`src/rtl/rate_mult_decoder.sv`:
```
// rate_mult_decoder: recovers a binary-rate-multiplier control word from the encoder's Z pulse stream
// Ports: CK clock; RST sync active-high reset; EN phase step enable; Z_IN encoder pulse (sampled when EN);
//        SYNC window restart; C_OUT recovered word; C_VALID one-cycle strobe; C_ERR slot inconsistency;
//        PHASE current phase counter.
module rate_mult_decoder #(
  parameter int W = 16
) (
  input  logic         CK,
  input  logic         RST,
  input  logic         EN,
  input  logic         Z_IN,
  input  logic         SYNC,
  output logic [W-1:0] C_OUT,
  output logic         C_VALID,
  output logic         C_ERR,
  output logic [W-1:0] PHASE
);
  localparam logic [W-1:0] one = 1;
  logic [W-1:0] lz, slot, acc, seen0;
  // lz marks the lowest zero of PHASE; reversing it gives the owning bit k = W-1-t
  always_comb begin
    lz = ~PHASE & (PHASE + one);
    slot = '0;
    for (int i = 0; i < W; i++) slot[W-1-i] = lz[i];
  end
  always_ff @(posedge CK) begin
    if (RST) begin
      PHASE <= '0;
      C_OUT <= '0;
      C_VALID <= 1'b0;
      C_ERR <= 1'b0;
      acc <= '0;
      seen0 <= '0;
    end else begin
      C_VALID <= 1'b0;
      if (SYNC) begin
        PHASE <= '0;
        acc <= '0;
        seen0 <= '0;
      end else if (EN) begin
        PHASE <= PHASE + one;
        if (&PHASE) begin
          C_OUT <= acc;
          C_ERR <= |(acc & seen0) | Z_IN;
          C_VALID <= 1'b1;
          acc <= '0;
          seen0 <= '0;
        end else if (Z_IN) begin
          acc <= acc | slot;
        end else begin
          seen0 <= seen0 | slot;
        end
      end
    end
  end
endmodule

```
`config.mk`:
```
export PLATFORM = sky130hd
export DESIGN_NAME = rate_mult_decoder
export DESIGN_NICKNAME = d
export VERILOG_FILES = /design/src/rtl/rate_mult_decoder.sv
export SDC_FILE = /design/constraint.sdc
export NUM_CORES = 1
export LEC_CHECK = 0
export ABC_AREA = 1
export BUFFER_PORTS_ARGS = -buffer_cell sky130_fd_sc_hd__buf_4
export CAP_MARGIN = 20
export CORE_MARGIN = 1
export CORE_UTILIZATION = 40
export DETAILED_ROUTE_END_ITERATION = 7
export PLACE_DENSITY_LB_ADDON = 0.25
export SETUP_SLACK_MARGIN = 0.3
export SLEW_MARGIN = 20
export SYNTH_ARGS = -nofsm -noshare
export SYNTH_HDL_FRONTEND = slang
export SYNTH_SLANG_ARGS = --single-unit
export TNS_END_PERCENT = 30
```
`constraint.sdc`:
```
create_clock -name CK -period 4.6 [get_ports CK]
set_clock_uncertainty 0.05 [all_clocks]
set_input_delay 0.23 -clock CK [delete_from_list [all_inputs] [get_ports CK]]
set_output_delay 0.23 -clock CK [all_outputs]
set_load 0.005 [all_outputs]
```
Word level (Yosys, flattened, before mapping)
Index checks and enable logic that the tools add are counted.
Widths: inputs -> output; s select.
- equality and inequality tests: 1
- bitwise logic cells: 8
- reduce and logical (&&, ||, !) cells: 8
- multiplexer cells: 5
- add/subtract/negate cells: 1
- operators by type and width (operator ; count):
    $mux 16 ; 4
    $and 16x16->16 ; 2
    $or 16x16->16 ; 2
    $reduce_and 18->1 ; 1
    $add 16x1->16 const B ; 1
    $not 16->16 ; 1
    $reduce_and 16->1 ; 1
    $reduce_or 16->1 ; 1
    $reduce_and 2->1 ; 2
    $reduce_or 3->1 ; 1
    $ne 2x1->1 const B ; 1
    $not 1->1 ; 2
    $reduce_bool 2->1 ; 1
    $reduce_or 2->1 ; 1
    $mux 1 ; 1
    $or 1x1->1 ; 1
- logic and storage cells: 29
- bits of input ports: 5
- register bits: 66

Depth between registers and ports, before layout
- word-level depth: 5
- depth in mapped cells: 8
- gate-level depth less buffers: 8

Worst setup path before layout
No wires, ideal clock.
- path kind: register to register
- from: reg PHASE[0]
- to: reg PHASE[13]
- data required time: 4480 ps
- clock period less this slack: 1582 ps
- arrival: 1462 ps
- cell stages (with the launch flop): 9
- path slack: 3018 ps
- setup time: 70 ps
- cell sequence: dfxtp_1 nand3_1 nor3_1 nand3_1 nor3_1 ha_1 nand2_1 nand2_1 a21oi_1
- cells in the longest elaborated chain, start to end: 1
- RTL lines (element ; RTL line ; RTL):
    start: declaration ; 16 ; output logic [W-1:0] PHASE
    start signal: assignment ; 41 ; PHASE <= PHASE + one;
    $add 16x1->16 ; 41 ;
No other way between the ends.
A chain may end at the register's enable or synchronous reset.

Worst setup path after layout
- from: reg PHASE[0]
- to: reg acc[11]
- cells in the longest elaborated chain, start to end: 5
- elaborated cells between the ends (all ways): 8
- those cells by class: add/sub: 1; mux: 2; bitwise: 2; reduce/logical: 3
- RTL lines (element ; RTL line ; RTL):
    $add 16x1->16 ; 22 ; lz = ~PHASE & (PHASE + one);
    $and 16x16->16 ; 22 ;
    $or 16x16->16 ; 49 ; acc <= acc | slot;
    $mux 16 ; 48 ; end else if (Z_IN) begin
    $mux 16 ; 42 ; if (&PHASE) begin
    end signal: assignment ; 49 ;
    end: declaration ; 19 ; logic [W-1:0] lz, slot, acc, seen0;
Several ways; a longest one is shown, not always the timed one. The select of a mux whose other input is x is not followed.

==> metrics.txt <==
status=completed; TritonCTS clock tree=built; PwrDens=approximately 330 mW/mm^2; RR Startpoint=PHASE[0]; CTS hold repair buffers=0; FP Rows=30; clock slew at reported path FFs=0.07 ns; LEAKAGE=0.00144 uW; Most Frequent Cell on Critical Path=nand2_1; Top delay family on crit path=simple AND/OR/NAND/NOR gates; worst vdd ir=between 0.1 and 0.15 mV; final period utilization=47.4%; number of flops mapped to enable cells by yosys=0; Hold Path Class=in2reg; iteration count of the initial detailed-routing pass=4; Worst-Margin Slew=~1.1 ns; Yosys cell types=24; DR iter-0 viols=~120; worst relative slew slack=between 20% and 30%; biggest area consumer among synthesized cells=dfxtp_1; syn_area_per_cell=about 7.4 sq um; max-slew violations=0; Nets=452; synth warn=0; largest net degree at the start of global routing=34; # clock sinks=66; Crit-path slowest cell=nand2_1; RSZ-0062 raised after global routing=false; critical path class=reg2reg; #FFs+latches synth=66; Critical path origin=PHASE[0]; clock buffer depth=2; Clock Latency Late Sink=approximately 0.33 ns; # diodes=0; total number of vias=around 2400; Post CTS Setup Buffer Count=0; die area=0.00767 sq mm; non-filler instance count after layout=roughly 530; Boundary Pins=39; port bufs=38; max-cap violations=0; via/cell ratio=~4.5; ys flop type=dfxtp_1; vias in the first global route=~2000; Core ar.=about 0.0069 sq mm; CP endpoint kind=register; first-pass GRT wire length=between 9000 and 10000 um; PostCTS Resize Cnt=0; Final min period=around 2.2 ns; Final Hold Vio Count=0; average wire per standard cell=11.3 um; share of cells above drive strength 1=around 16%; CP Cell Sequence=ha_1 > nand2_1 > nor2_2 > nand4_2 > nand2_1 > a21oi_1; Die Height=87.6 um; CP peak stage delay=around 0.8 ns; WP buf/inv=0; Crit Reg-Reg Endpoint=acc[11]; ranking of synthesized cells by area=dfxtp_1 (45%), nand2_1 (12%), inv_1 (9.1%); placed cells=516; fmax=459 MHz; Setup violations, final=0; Tot GR Track Use=about 16%; syn_nets=~420; post-route ant nets=0; post-DP HPWL=between 4000 and 5000 um; flop2flop setup slack=2.42 ns; Req. time, crit path=4.72 ns; Initial Util=a little over two fifths; Routed WL=6020 um; register area share after synthesis=about 45%; setup_tns=0 ns; Remaining Overflow, GRT=0; post-synth design cell area=just under 0.003 sq mm; Setup crit start kind=register; CTS root buf=clkbuf_8; gpl congestion=0.799; ys async rst share=0%; DRC=0; Mapped Cells=just under 400; CTS H-tree lvls=3; Area growth, synth to finish=18.1%; WP depth=6; capture point of the worst path=acc[11]; width of the die=roughly 90 um; area share of the largest cell type after synthesis=between 40% and 50%; Worst Reg2Reg Path Length in Cells=6; crit-path max FO=32; total CTS buffers=9; initial antenna violation count=0; Critical Path AT=2.30 ns
-- routing by layer --
metal / up-vias / share of wire, % / global-route usage [%]
li1: 1293 / - / -
met5: - / 0 / 0
met1: 1029 / 52 / 24.3
met2: 57 / 41 / 22.9
met3: 11 / 4.6 / 3.11
met4: 0 / 2.0 / 7.75
-- worst register-to-register path: cells and delay by family (launching register included) --
kind / cells / cell delay [ns]
adders and majority gates: 1 / 0.23
DFF: 1 / 0.41
AOI/OAI and AO/OA: 1 / 0.09
and+or+nand+nor: 4 / 1.24
-- sequential cells by signal, indices dropped and copies added (netlist names) --
register,count
acc,16
C_OUT,16
C_ERR,1
PHASE,16
seen0,16
C_VALID,1
-- worst min path at each step --
stage | startpoint | endpoint | slack, ns | cells after the start
final | RST | C_VALID | 0.04 | 2
after global routing | RST | C_VALID | 0.05 | 2
after CTS | RST | C_VALID | 0.04 | 2
after detailed placement | seen0[9] | seen0[9] | 0.39 | 2
after global placement | RST | C_VALID | 0.38 | 2
after floorplan | RST | C_VALID | 0.25 | 1
-- Yosys cell counts, types with 2 or more instances --
cell type / instances
a21oi_1: 49
buf_2: 3
buf_6: 4
clkbuf_1: 4
dfxtp_1: 66
ha_1: 16
inv_1: 71
nand2_1: 95
nand2_2: 2
nand3_1: 5
nand4_1: 3
nor2_1: 34
nor2_2: 10
nor2_4: 2
nor3_1: 4
nor4_1: 3
o21ai_0: 16
-- where the power goes --
group          internal (uW)  total [uW]  switching (uW)
Combinational           15.1        45.0            29.9
Sequential               577         584            6.52
Clock                    291         498             206
-- cell families (layout without fill, tap and decap cells) --
family	count (synthesis)	count (layout)	share of synthesized area, %
DFF	66	66	45.1
and+or+nand+nor	163	163	25.0
buffers and inverters	84	125	11.9
adders and majority gates	16	16	6.83
AOI/OAI and AO/OA	65	65	11.1
-- per-stage QoR --
step | worst slack (ns) | power (uW) | area (sq um) | utilization (%) | hold slack [ns]
after detailed placement | 2.16 | 642 | 3260 | 46.9 | 0.391
after global routing | 2.22 | 1170 | 3460 | 49.8 | 0.0503
after global placement | 2.29 | 641 | 3260 | 46.9 | 0.385
after CTS | 2.42 | 1140 | 3460 | 49.8 | 0.0369
after floorplan | 3.02 | 624 | 2930 | - | 0.252
final | 2.42 | 1130 | 3460 | 49.8 | 0.0438
-- layout by cell type, fill, tap and decap left out, types with 10 or more instances in the layout --
master,count
buf_4,38
dfxtp_1,66
nor2_2,10
inv_1,71
ha_1,16
clkbuf_8,12
nand2_1,95
o21ai_0,16
a21oi_1,49
nor2_1,34
-- cell type report --
cell class / count / area [sq um]
Timing Repair Buffer: 38 / 285
Inverter: 72 / 270
Tap cell: 96 / 120
Clock buffer: 13 / 169
Fill cell: 735 / 3480
Multi-Input combinational cell: 244 / 1260
Clock inverter: 2 / 35.0
Sequential cell: 66 / 1320
(Power assumes the default switching activity.)
